**config.mk**
```make
export PLATFORM = sky130hd
export DESIGN_NAME = stopwatch_ctrl
export DESIGN_NICKNAME = d
export VERILOG_FILES = /design/src/rtl/stopwatch_pkg.sv /design/src/rtl/stopwatch_ctrl_btn_edge.sv /design/src/rtl/stopwatch_ctrl.sv
export SDC_FILE = /design/constraint.sdc
export NUM_CORES = 1
export LEC_CHECK = 0
export BUFFER_PORTS_ARGS = -buffer_cell sky130_fd_sc_hd__buf_4
export CORE_MARGIN = 1.5
export CORE_UTILIZATION = 30
export DETAILED_ROUTE_END_ITERATION = 10
export PLACE_DENSITY = 0.59
export SETUP_SLACK_MARGIN = 0.3
export SLEW_MARGIN = 20
export SYNTH_ARGS = -nofsm -noshare
export SYNTH_HDL_FRONTEND = slang
export SYNTH_SLANG_ARGS = --single-unit
```
**constraint.sdc**
```tcl
create_clock -name clk_i -period 1.73 [get_ports clk_i]
set_input_delay 0.2595 -clock clk_i [delete_from_list [all_inputs] [get_ports clk_i]]
set_output_delay 0.2595 -clock clk_i [all_outputs]
set_load 0.02 [all_outputs]
```
**src/rtl/stopwatch_pkg.sv**
```systemverilog
// stopwatch_pkg: shared definitions for the stopwatch control slice.
//   state_e        FSM state encoding (IDLE=0, RUN=1, PAUSE=2, LAP=3)
//   *_W            field widths of the hour/min/sec/ms counter datapath
//   *_MAX          largest legal value of each field
//   preset_ok()    true when a preset triple is a legal time of day
package stopwatch_pkg;

   typedef enum logic [1:0] {
      ST_IDLE  = 2'd0,
      ST_RUN   = 2'd1,
      ST_PAUSE = 2'd2,
      ST_LAP   = 2'd3
   } state_e;

   localparam int unsigned HOUR_W = 5;
   localparam int unsigned MIN_W  = 6;
   localparam int unsigned SEC_W  = 6;
   localparam int unsigned MS_W   = 10;

   localparam int unsigned HOUR_MAX = 23;
   localparam int unsigned MIN_MAX  = 59;
   localparam int unsigned SEC_MAX  = 59;
   localparam int unsigned MS_MAX   = 999;

   function automatic logic preset_ok(input logic [HOUR_W-1:0] hour,
                                      input logic [MIN_W-1:0]  min,
                                      input logic [SEC_W-1:0]  sec);
      return (hour <= HOUR_W'(HOUR_MAX)) &&
             (min  <= MIN_W'(MIN_MAX))   &&
             (sec  <= SEC_W'(SEC_MAX));
   endfunction

endpackage

```
**src/rtl/stopwatch_ctrl_btn_edge.sv**
```systemverilog
// btn_edge: brings one asynchronous push-button into the clk_i domain and
// turns each rising edge into a single-cycle pulse.
//   clk_i    system clock
//   reset_i  asynchronous reset, active-low
//   btn_i    raw button level (asynchronous)
//   pulse_o  one-cycle pulse, registered, 3 cycles after the input edge;
//            a held button produces no further pulses
module btn_edge (
   input  logic clk_i,
   input  logic reset_i,
   input  logic btn_i,
   output logic pulse_o
);

   logic sync1_q;
   logic sync2_q;
   logic prev_q;

   always_ff @(posedge clk_i or negedge reset_i) begin
      if (!reset_i) begin
         sync1_q <= 1'b0;
         sync2_q <= 1'b0;
         prev_q  <= 1'b0;
         pulse_o <= 1'b0;
      end else begin
         // NOTE: non-blocking assignments make every flop sample the old
         // value of its neighbour, which is what forms the shift chain.
         sync1_q <= btn_i;
         sync2_q <= sync1_q;
         prev_q  <= sync2_q;
         pulse_o <= sync2_q & ~prev_q;
      end
   end

endmodule

```
**src/rtl/stopwatch_ctrl.sv**
```systemverilog
// stopwatch_ctrl: control/sequencing for the ms/sec/min/hour stopwatch.
// Turns buttons into run/clear/load commands, generates the ms tick,
// registers the preset values and drives the display.
//   clk_i, reset_i                  clock, asynchronous active-low reset
//   btn_start/lap/clr/load_i        raw button levels
//   hour/min/sec_set_i              preset values for load
//   hour/min/sec/ms_i               live counter values
//   run_o, tick_o                   counter enable level, ms advance pulse
//   clear_o, load_o, err_o          one-cycle command / rejection pulses
//   hour/min/sec_ld_o               registered preset values
//   state_o                         FSM state code
//   disp_hour/min/sec/ms_o          display values (1-cycle latency)
// Build option STOPWATCH_LAP_EN: when defined, the LAP state and the frozen
// lap display exist; otherwise btn_lap_i is unused and LAP is unreachable.
module stopwatch_ctrl
   import stopwatch_pkg::*;
#(
   parameter int unsigned CLK_HZ  = 100_000_000,
   parameter int unsigned TICK_HZ = 1000,
   parameter int unsigned DIV_W   = 17
) (
   input  logic              clk_i,
   input  logic              reset_i,
   input  logic              btn_start_i,
   input  logic              btn_lap_i,
   input  logic              btn_clr_i,
   input  logic              btn_load_i,
   input  logic [HOUR_W-1:0] hour_set_i,
   input  logic [MIN_W-1:0]  min_set_i,
   input  logic [SEC_W-1:0]  sec_set_i,
   input  logic [HOUR_W-1:0] hour_i,
   input  logic [MIN_W-1:0]  min_i,
   input  logic [SEC_W-1:0]  sec_i,
   input  logic [MS_W-1:0]   ms_i,
   output logic              run_o,
   output logic              tick_o,
   output logic              clear_o,
   output logic              load_o,
   output logic [HOUR_W-1:0] hour_ld_o,
   output logic [MIN_W-1:0]  min_ld_o,
   output logic [SEC_W-1:0]  sec_ld_o,
   output logic              err_o,
   output logic [1:0]        state_o,
   output logic [HOUR_W-1:0] disp_hour_o,
   output logic [MIN_W-1:0]  disp_min_o,
   output logic [SEC_W-1:0]  disp_sec_o,
   output logic [MS_W-1:0]   disp_ms_o
);

   localparam int unsigned      DIV        = CLK_HZ / TICK_HZ;
   localparam logic [DIV_W-1:0] PRESC_LAST = DIV_W'(DIV - 1);

   logic start_ev, clr_ev, load_ev, lap_ev;

   btn_edge u_start (.clk_i(clk_i), .reset_i(reset_i), .btn_i(btn_start_i), .pulse_o(start_ev));
   btn_edge u_clr   (.clk_i(clk_i), .reset_i(reset_i), .btn_i(btn_clr_i),   .pulse_o(clr_ev));
   btn_edge u_load  (.clk_i(clk_i), .reset_i(reset_i), .btn_i(btn_load_i),  .pulse_o(load_ev));
`ifdef STOPWATCH_LAP_EN
   btn_edge u_lap   (.clk_i(clk_i), .reset_i(reset_i), .btn_i(btn_lap_i),   .pulse_o(lap_ev));
`else
   logic lap_unused;
   assign lap_unused = btn_lap_i;
   assign lap_ev     = 1'b0;
`endif

   state_e           state_q, next_state;
   logic             do_clear, do_load, do_err;
   logic             run_q;
   logic [DIV_W-1:0] presc_q;

   // Events are resolved strictly by priority clr > load > start > lap;
   // an event that is not valid in the current state falls through.
   always_comb begin
      // NOTE: every signal gets a default before any branch so that no path
      // leaves it unassigned, which would otherwise infer a latch.
      next_state = state_q;
      do_clear   = 1'b0;
      do_load    = 1'b0;
      do_err     = 1'b0;
      if (clr_ev) begin
         do_clear   = 1'b1;
         next_state = ST_IDLE;
      end else if (load_ev && (state_q == ST_IDLE || state_q == ST_PAUSE)) begin
         if (preset_ok(hour_set_i, min_set_i, sec_set_i)) do_load = 1'b1;
         else                                             do_err  = 1'b1;
      end else if (start_ev) begin
         next_state = (state_q == ST_RUN || state_q == ST_LAP) ? ST_PAUSE : ST_RUN;
      end else if (lap_ev && state_q == ST_RUN) begin
         next_state = ST_LAP;
      end else if (lap_ev && state_q == ST_LAP) begin
         next_state = ST_RUN;
      end
   end

   always_ff @(posedge clk_i or negedge reset_i) begin
      if (!reset_i) begin
         state_q   <= ST_IDLE;
         run_q     <= 1'b0;
         clear_o   <= 1'b0;
         load_o    <= 1'b0;
         err_o     <= 1'b0;
         hour_ld_o <= '0;
         min_ld_o  <= '0;
         sec_ld_o  <= '0;
         presc_q   <= '0;
      end else begin
         state_q <= next_state;
         run_q   <= (next_state == ST_RUN) || (next_state == ST_LAP);
         clear_o <= do_clear;
         load_o  <= do_load;
         err_o   <= do_err;
         if (do_load) begin
            hour_ld_o <= hour_set_i;
            min_ld_o  <= min_set_i;
            sec_ld_o  <= sec_set_i;
         end
         // The prescaler only advances while the counter is enabled, so a
         // pause keeps the partial ms and resume continues from it.
         if (do_clear)   presc_q <= '0;
         else if (run_q) presc_q <= (presc_q == PRESC_LAST) ? '0 : presc_q + 1'b1;
      end
   end

   assign run_o   = run_q;
   assign tick_o  = run_q && (presc_q == PRESC_LAST);
   assign state_o = state_q;

   // While staying in LAP the display registers hold the values captured on
   // entry, so they double as the lap snapshot.
   logic freeze;
`ifdef STOPWATCH_LAP_EN
   assign freeze = (state_q == ST_LAP) && (next_state == ST_LAP);
`else
   assign freeze = 1'b0;
`endif

   always_ff @(posedge clk_i or negedge reset_i) begin
      if (!reset_i) begin
         disp_hour_o <= '0;
         disp_min_o  <= '0;
         disp_sec_o  <= '0;
         disp_ms_o   <= '0;
      end else if (!freeze) begin
         disp_hour_o <= hour_i;
         disp_min_o  <= min_i;
         disp_sec_o  <= sec_i;
         disp_ms_o   <= ms_i;
      end
   end

endmodule

```
Word-level counts from Yosys, hierarchy flattened

Cells that the tools add are included.
W data, S select, Z words.

Register bits after elaboration: 79
Input bits: 50
Output and inout port bits: 51
Logic and storage cells: 64

Add/sub/neg operators: 1
$lt $le $gt $ge: 3
Equality and inequality tests: 6
Muxes and demuxes: 14
Bitwise operators: 6
Reductions and logical operators: 9

Operators with widths:

| cell                    | count |
|---|---|
| $mux W17                | 3 |
| $add A17 B1 Y17 const B | 1 |
| $eq A17 B17 Y1 const B  | 1 |
| $le A6 B6 Y1 const B    | 2 |
| $mux W2                 | 4 |
| $mux W1                 | 7 |
| $eq A2 B2 Y1 const B    | 3 |
| $le A5 B5 Y1 const B    | 1 |
| $eq A2 B1 Y1 const B    | 2 |
| $logic_and A1 B1 Y1     | 4 |
| $and A1 B1 Y1           | 3 |
| $logic_or A1 B1 Y1      | 3 |
| $not A1 Y1              | 3 |
| $logic_not A2 Y1        | 1 |
| $reduce_bool A2 Y1      | 1 |

Logic depth before layout (Yosys ltp)

Gate-level depths: netlist of run 1.

Depth after elaboration: 8
Depth in mapped cells: 7
Depth with buffers taken out: 6

Modules after synthesis

A second synthesis of run 1 with hierarchy kept.

Cell total of the unflattened synthesis: 198
Area total of the unflattened synthesis: 2,812.7 um^2

By module, submodules not included:

| module         | instances | cells an instance | area an instance (um^2) | seq. area each (um^2) |
|---|---|---|---|---|
| stopwatch_ctrl | 1         | 183               | 2,471.1                 | 1,651.6 |
| btn_edge       | 3         | 5                 | 113.9                   | 100.1 |

Worst setup path after synthesis of run 1

OpenSTA, ideal clock, no wires.

Path kind: register -> register
From: reg, netlist name run_o
To: reg hour_ld_o[1]
Setup time: 0.128 ns
Arrival time: 1.562 ns
Required time: 1.602 ns
Path slack: 0.040 ns
Stages on the path, launching flop included: 6
Path buffers: 2
Period minus slack after synthesis: 1.690 ns
Cell sequence: dfrtp_1 buf_2 nor2_4 nand3_2 buf_2 mux2_1

RTL lines:

| what                 | RTL line              | text |
|---|---|---|
| end signal, assigned | stopwatch_ctrl.sv:113 | `hour_ld_o <= hour_set_i;` |
| end, declared        | stopwatch_ctrl.sv:39  | `output logic [HOUR_W-1:0] hour_ld_o,` |

Worst setup path in the final report of run 1

From: reg presc_q[14]
To: out tick_o

Cells in the longest elaborated chain, start to end: 2

Ends and longest elaborated chain:

| what                   | RTL line              | text |
|---|---|---|
| start, declared        | stopwatch_ctrl.sv:69  | `logic [DIV_W-1:0] presc_q;` |
| start signal, assigned | stopwatch_ctrl.sv:120 | `else if (run_q) presc_q <= (presc_q == PRESC_LAST) ? '0 : presc_q + 1'b1;` |
| $eq A17 B17 Y1         | stopwatch_ctrl.sv:125 | `assign tick_o = run_q && (presc_q == PRESC_LAST);` |
| $logic_and A1 B1 Y1    | stopwatch_ctrl.sv:125 |  |
| end, declared          | stopwatch_ctrl.sv:36  | `output logic tick_o,` |

Every way passes these cells.

==> results of run 1 <==
[critical path: stages (launching register included)]
cell,delay (ns)
dfrtp_1,0.43
nor4b_2,0.36
and4_4,0.27
and2_4,0.13
buf_6,0.10
[final timing paths]
path	from	to	slack, ns	cells after the start
min in group asynchronous	reset_i	presc_q[13]	0.38	2
max in group asynchronous	reset_i	hour_ld_o[3]	0.79	3
setup reg to reg	presc_q[1]	presc_q[16]	-0.11	8
setup / recovery	presc_q[14]	tick_o	-0.16	4
hold / removal	ms_i[4]	disp_ms_o[4]	0.02	1
hold reg to reg	u_start.sync1_q	u_start.sync2_q	0.35	0
[cell usage after synthesis, types with 2 or more instances]
cell type / number
xor2_1: 6
xnor2_1: 6
and2_1: 2
inv_1: 3
or3_1: 3
nand3_1: 6
and4_1: 2
nor2_1: 16
buf_2: 4
nor3_1: 4
nor4b_1: 2
dfrtp_1: 78
nor2b_1: 4
nand4_1: 6
nand2b_1: 2
mux2_2: 17
nand3_2: 2
nand2_1: 11
[report_power, final]
part           switching, uW  internal, uW
Clock                    612           548
Combinational            421           453
Sequential              93.2          2000
Total                   1130          3000
[per-layer routing]
metal	track usage [%]	vias up	wire, um
met4	5.27	0	91
met2	20.8	65	3050
met5	0	-	0
met1	16.1	985	2500
li1	-	937	-
met3	4.11	10	374
[metrics by stage]
stage               instance area (um2)  cells
CTS                                4120    437
finish                             4240    444
detailed placement                 3750    408
floorplan                          2800    192
global placement                   3750    408
global route                       4240    444
[cell families (layout without fill, tap and decap cells)]
family,Yosys count,after routing
AO/OA/AOI/OAI,8,8
XOR/XNOR,12,12
adder cells (fa/ha/maj),1,1
buffers and inverters,8,152
flip-flops,78,78
multiplexers,18,18
AND/OR/NAND/NOR,67,67
[sequential cells by signal, indices dropped and copies added (netlist names), 5 cells and up]
signal / count
disp_sec_o: 6
disp_min_o: 6
sec_ld_o: 6
disp_ms_o: 10
disp_hour_o: 5
presc_q: 17
min_ld_o: 6
hour_ld_o: 5
[final cells by class]
type                       count  area [um2]
clock buffer                  11         141
clock inverter                 4        23.8
fill                         785        4560
sequential                    78        1960
multi-input combinational    106         905
tap                          108         135
inverter                       3        11.3
timing repair buffer         134        1070
[timing repair]
action | CTS | global route
buffers inserted | 13 | 6
hold buffers | 1 | 1
hold endpoints to repair | 27 | 1
setup endpoints to repair | 32 | 18
gates resized for setup | 22 | 12
pin swaps | 16 | 6
==> metrics.yaml, run 1 <==
run_status: "complete, but fails checks"
violations: "design-rule violations, negative setup slack"
numPortBuffers: 99
finalSetupTns_ns: -0.272
post-route-period-util_pct: 109
via_per_inst: 4.50
final_cell_mix: "buf_4 (124), dfrtp_1 (73), mux2_2 (17)"
syn_avg_cell_area_um2: 14.4
async_flop_share_pct: 100
synth_cells: 192
grt_max_degree: 36
path_class: "reg -> out"
p_total_uw: 4130
wl_per_cell_um: 13.5
dieArea_um2: 9780
syn_area_um2: 2760
detailedPlace.worstSlack_ns: 0.0175
synth_top_area_cell: "dfrtp_1"
drt-pass1-iter-count: 7
hold_viol_final: 0
vdd_drop_max_mv: 0.560
relSlewSlack_pct: 73.3
cts_buffer_depth: 2
num_rows: 34
seq_area_frac_synth_pct: 70.8
synthAdderAreaFrac_pct: 0.454
core-area_um2: 8810
drive_gt1_share_pct: 57.4
hold_ws_ns: 0.0229
num_vias: 1997
antenna_found_initial: 0
root_buffer: "clkbuf_8"
synth-edff-count: 0
synth_top_cell_area_share_pct: 70.8
gp_congestion: 0.789
clock_skew_ns: 0.0102
final-setup-viol-count: 2
htreeDepth: 3
start_kind: "register"
grt_pass1_vias: 2115
dieWidth_um: 98.9
syn_nets: 243
initial_utilization_pct: 31.3
tritoncts: "built"
nNetsFinal: 383
power.density_nw_per_um2: 974
cts_sinks: 78
ant_nets: 0
drt_wl_total_um: 6020
synth-xor-area-share_pct: 3.81
synth_compound_area_share_pct: 2.40
grt_pass1_wl_um: 9880
muxShareOfSynthArea_pct: 7.35
layout_commonest_cell: "buf_4"
worst_slew_pin_slew_ns: 0.400
ioPinCount: 101
min_path_type: "in -> reg"
ys_ff_latch: 78
rsz0062_at_grt: "true"
fp.dieH_um: 98.9
synthFlopType: "dfrtp_1"
synth_top_family_by_area: "simple AND/OR/NAND/NOR gates"
max_freq_mhz: 529
drcViolationCount: 3
timing.final.max_slew_violations: 0
clk_pin_slew_ns: 0.08
cp-end-kind: "output pin"
leakage_uw: 0.00203
cts_made_buffers: 9
crit_fanout: 3
utilization_pct: 48.2
cap_violations: 0
drt_iter0_markers: 42
synthSimpleGateAreaFrac_pct: 13.8
grtUsageTotal_pct: 12.9
period_minus_slack_ns: 1.89
clkLatencyLatePin_ns: 0.34
ys_warn_count: 0
dp.final_hpwl_um: 4140
worstPathArrival_ns: 1.63
area_delta_synth_final_pct: 53.8
yosys-top-cells-area: "dfrtp_1 (71%), mux2_2 (6.9%), nor2_1 (2.2%)"
overflow: 0
worst_slack_ns: -0.159
ys_types: 36
diodes: 0
cp.required_ns: 1.47
Note: power is estimated with default switching activity, not from simulation.
==> run 2, diff against run 1 <==
Settings changed: ABC_AREA set to 1, PLACE_DENSITY 0.59 to 0.58.
==> metrics.yaml, run 2 <==
overflow: 0
ioPinCount: 101
crit_fanout: 3
top_regs: "presc_q: 17 flops, disp_ms_o: 10 flops"
fin_cells: 584
fp.dieH_um: 102
cp-end-kind: "output pin"
clock_skew_ns: 0.0158
num_vias: 2495
seq_area_frac_synth_pct: 66.9
max_flop_register: "presc_q"
worst_slew_pin_slew_ns: 0.316
min_path_type: "in -> reg"
dieWidth_um: 102
rsz0062_at_grt: "true"
period_minus_slack_ns: 1.82
drt_wl_total_um: 6990
rrSetupSlack_ns: 0.08
hold_ws_ns: 0.102
dieArea_um2: 10300
synthFlopType: "dfrtp_1"
violations: "negative setup slack"
swShare_pct: 29.5
synthTopCellsByCount: "nand2_1 (101), dfrtp_1 (78), nor2_1 (42), inv_1 (22), nand4_1 (10)"
drt_iter0_markers: 100
p_switching_uw: 1330
via_per_inst: 4.27
grt_pass1_vias: 2435
leakage_uw: 0.00227
placed_cells: 527
relSlewSlack_pct: 78.9
final-setup-viol-count: 1
grt_pass1_wl_um: 11300
cts_sinks: 78
fill_cells: 892
yosys-top-cells-area: "dfrtp_1 (67%), nand2_1 (13%), nor2_1 (5.4%)"
clkLatencyLatePin_ns: 0.35
worstPathArrival_ns: 1.56
vdd_drop_max_mv: 0.549
num_rows: 35
largest_reg_flops: 17
drcViolationCount: 0
syn_nets: 347
async_flop_share_pct: 100
cts_made_buffers: 9
grt_max_degree: 38
grtUsageTotal_pct: 14.3
area_delta_synth_final_pct: 55.6
clk_pin_slew_ns: 0.09
syn_avg_cell_area_um2: 9.86
dp.final_hpwl_um: 4790
seqPwrFrac_pct: 47.6
drive_gt1_share_pct: 34.5
antenna_found_initial: 0
clkPwrFrac_pct: 30.0
synth_top_area_cell: "dfrtp_1"
worst_slack_ns: -0.0903
post-route-period-util_pct: 105
wl_per_cell_um: 12.0
synth-edff-count: 0
timing.final.max_slew_violations: 0
htreeDepth: 3
ys_types: 25
synth_top_cell_area_share_pct: 66.9
run_status: "complete, but fails checks"
start_kind: "register"
layout_commonest_cell: "buf_4"
numPortBuffers: 99
cap_violations: 0
max_freq_mhz: 549
ys_warn_count: 0
final_cell_mix: "buf_4 (113), nand2_1 (95), dfrtp_1 (77)"
nNetsFinal: 501
ys_ff_latch: 78
cts_buffer_depth: 2
power.density_nw_per_um2: 995
syn_area_um2: 2920
hold_viol_final: 0
p_comb_share_pct: 22.4
p_int_uw: 3180
synth_cells: 296
path_class: "reg -> out"
tritoncts: "built"
cp.required_ns: 1.47
root_buffer: "clkbuf_8"
drt-pass1-iter-count: 4
gp_congestion: 0.801
diodes: 0
initial_utilization_pct: 31.3
synth_most_common_cell: "nand2_1"
ant_nets: 0
core-area_um2: 9330
## run 2: kinds of logic (layout without fill, tap and decap cells)
logic type,after synthesis,in the layout,share of synthesized area (%)
DFF,78,78,66.9
buffers and inverters,30,189,4.46
adders and majority gates,1,1,0.429
AOI/OAI and AO/OA,14,14,2.96
and+or+nand+nor,169,169,24.1
xor gates and xnor gates,4,4,1.20
## run 2: worst paths after layout
kind                                from            end  cells after the start
max                           presc_q[0]         tick_o                      8
min                        hour_set_i[2]   hour_ld_o[2]                      3
max reg2reg                   presc_q[0]     presc_q[3]                     12
min reg2reg                u_clr.sync1_q  u_clr.sync2_q                      0
max in group asynchronous        reset_i     presc_q[9]                      3
min in group asynchronous        reset_i    min_ld_o[3]                      2
## run 2: power groups by stage
stage | Combinational, uW | Clock, uW | Sequential (uW)
5_1_grt | 1110 | 1500 | 2170
6_report | 1010 | 1360 | 2150
3_3_place_gp | 868 | 0 | 2170
3_5_place_dp | 881 | 0 | 2180
2_1_floorplan | 239 | 0 | 2350
4_1_cts | 978 | 1410 | 2140
## run 2: area by class of cell
class	instances	area (um2)	area share, %
Clock buffer	10	128	2.81
Clock inverter	6	68.8	1.52
Inverter	25	101	2.23
Multi-Input combinational cell	188	917	20.2
Sequential cell	78	1950	43.0
Tap cell	129	161	3.55
Timing Repair Buffer	148	1210	26.7
## run 2: per-stage QoR
stage | total power [uW] | setup TNS, ns | area [um2] | setup slack, ns | utilization [%]
floorplan | 2590 | 0 | 2930 | 0.289 | -
global placement | 3040 | 0 | 3870 | 0.0906 | 41.5
detailed placement | 3070 | 0 | 3870 | 0.0442 | 41.5
CTS | 4530 | -0.118 | 4340 | -0.118 | 46.5
global route | 4770 | -0.374 | 4540 | -0.209 | 48.7
finish | 4520 | -0.0903 | 4540 | -0.0903 | 48.7
## run 2: worst max-delay path: stages (launching register included)
cell and delay, ns:
dfrtp_1 0.38, ha_2 0.20, nand2_2 0.08, nor2_4 0.13, inv_2 0.05, nor2_2 0.08
nand2_2 0.08, nor2_4 0.10, buf_6 0.12
## run 2: layer usage
layer / track usage (%) / vias to the layer above / share of wire, % / wire [um]
li1: - / 1229 / - / -
met1: 17.7 / 1188 / 43 / 2970
met2: 23.4 / 72 / 51 / 3570
met3: 4.76 / 6 / 5.4 / 379
met4: 5.13 / 0 / 0.92 / 64
met5: 0 / - / 0 / 0
## run 2: repair_timing
item                                    in CTS  in global routing
cloned                                       0                  0
setup buffers                                6                  4
resized for setup                           12                 16
hold endpoints to repair                    39                 12
endpoints found under the setup margin      15                 33
pin swaps                                    5                  4
hold buffers                                19                 12
==> run 3, diff against run 2 <==
Settings changed: CTS_BUF_LIST set to sky130_fd_sc_hd__clkbuf_16.
==> metrics.yaml, run 3 (synthesis gave the netlist of run 2 again) <==
drt_iter0_markers: 87
num_rows: 35
drt-pass1-iter-count: 4
drcViolationCount: 0
clk_pin_slew_ns: 0.06
layout_commonest_cell: "buf_4"
worst_slew_pin_slew_ns: 0.322
leakage_uw: 0.00219
dieWidth_um: 102
vdd_drop_max_mv: 0.671
gp_congestion: 0.801
max_stage_delay_ns: 0.37
ant_nets: 0
worstPathArrival_ns: 1.54
crit_fanout: 3
cp_top_family: "simple AND/OR/NAND/NOR gates"
relSlewSlack_pct: 78.5
clock_skew_ns: 0.0111
cts_sinks: 78
clkLatencyLatePin_ns: 0.33
start_kind: "register"
drt_wl_total_um: 6600
nNetsFinal: 471
power.density_nw_per_um2: 1140
min_path_type: "in -> reg"
ioPinCount: 101
numPortBuffers: 99
timing.final.max_slew_violations: 0
grtUsageTotal_pct: 13.7
num_vias: 2387
grt_pass1_wl_um: 11000
path_class: "reg -> out"
area_delta_synth_final_pct: 48.8
post-route-period-util_pct: 104
run_status: "complete, but fails checks"
cap_violations: 0
p_total_uw: 4960
fp.dieH_um: 102
htreeDepth: 3
overflow: 0
cts_made_buffers: 9
period_minus_slack_ns: 1.80
max_freq_mhz: 554
rsz0062_at_grt: "true"
antenna_found_initial: 0
top_regs: "presc_q: 17 flops, disp_ms_o: 10 flops"
final_cell_mix: "buf_4 (113), nand2_1 (95), dfrtp_1 (77)"
violations: "negative setup slack"
worst_slack_ns: -0.0740
path_buf_inv: 2
tritoncts: "built"
initial_utilization_pct: 31.3
fin_cells: 554
core-area_um2: 9330
largest_reg_flops: 17
cts_buffer_depth: 2
drive_gt1_share_pct: 36.9
wl_per_cell_um: 11.9
cp-end-kind: "output pin"
dieArea_um2: 10300
dp.final_hpwl_um: 4790
cp.required_ns: 1.47
detailedPlace.worstSlack_ns: 0.0442
placed_cells: 527
final-setup-viol-count: 1
cp_slowest_cell: "dfrtp_1"
cp_cell_sequence: "ha_2 > nand2_2 > nor2_4 > inv_2 > nor2_2 > nand2_2 > nor2_4 > buf_6"
root_buffer: "clkbuf_16"
hold_viol_final: 0
max_flop_register: "presc_q"
grt_max_degree: 38
diodes: 0
via_per_inst: 4.31
grt_pass1_vias: 2400
utilization_pct: 46.6
==> run 3: worst paths after layout <==
kind	start	to	slack [ns]	depth (start not counted)
hold / removal	hour_i[3]	disp_hour_o[3]	0.04	1
hold reg to reg	u_clr.sync1_q	u_clr.sync2_q	0.35	0
setup / recovery	presc_q[0]	tick_o	-0.07	8
setup reg to reg	presc_q[0]	presc_q[2]	0.09	12
min in group asynchronous	reset_i	min_ld_o[3]	0.37	2
max in group asynchronous	reset_i	sec_ld_o[0]	0.80	3
==> run 3: area by class of cell <==
type,count,area [um2]
sequential,78,1950
fill,912,4980
multi-input combinational,188,917
clock buffer,9,225
inverter,25,101
timing repair buffer,118,912
tap,129,161
clock inverter,7,72.6
==> run 3: worst reg2reg max path, cell delays in order, from the launching register on <==
cell     delay, ns
dfrtp_1       0.37
ha_2          0.20
nand2_2       0.08
nor2_4        0.13
inv_2         0.05
nor2_2        0.08
nand2_2       0.08
buf_4         0.14
buf_4         0.14
nand2_4       0.06
nand2_4       0.08
inv_4         0.08
nor2_1        0.04
==> run 3: where the power goes <==
| part | total, uW | switching [uW] | leakage [uW] | internal [uW] |
|---|---|---|---|---|
| combinational | 957 | 520 | 0.00107 | 437 |
| clock | 1850 | 733 | 0.000148 | 1120 |
| sequential | 2150 | 124 | 0.000969 | 2030 |
==> run 3: timing repair <==
item / CTS / global route
pin swaps: 5 / 4
endpoints found under the setup margin: 15 / 33
hold endpoints to repair: 21 / 0
buffers inserted: 6 / 4
hold buffers: 1 / 0
resized for setup: 12 / 16
==> run 3: routing by layer <==
metal	vias to the layer above	wire [um]	track usage (%)
met4	0	64	4.59
met5	-	0	0
met1	1135	2820	17.1
met2	74	3300	22.4
met3	8	411	4.76
li1	1170	-	-
==> run 3: metrics by stage <==
step,hold WS (ns),TNS [ns],area (um2)
6_report,0.0351,-0.0740,4340
5_1_grt,0.0168,-0.264,4340
4_1_cts,0.0247,-0.0827,4260
3_5_place_dp,0.176,0,3870
3_3_place_gp,0.175,0,3870
2_1_floorplan,-0.0361,0,2930
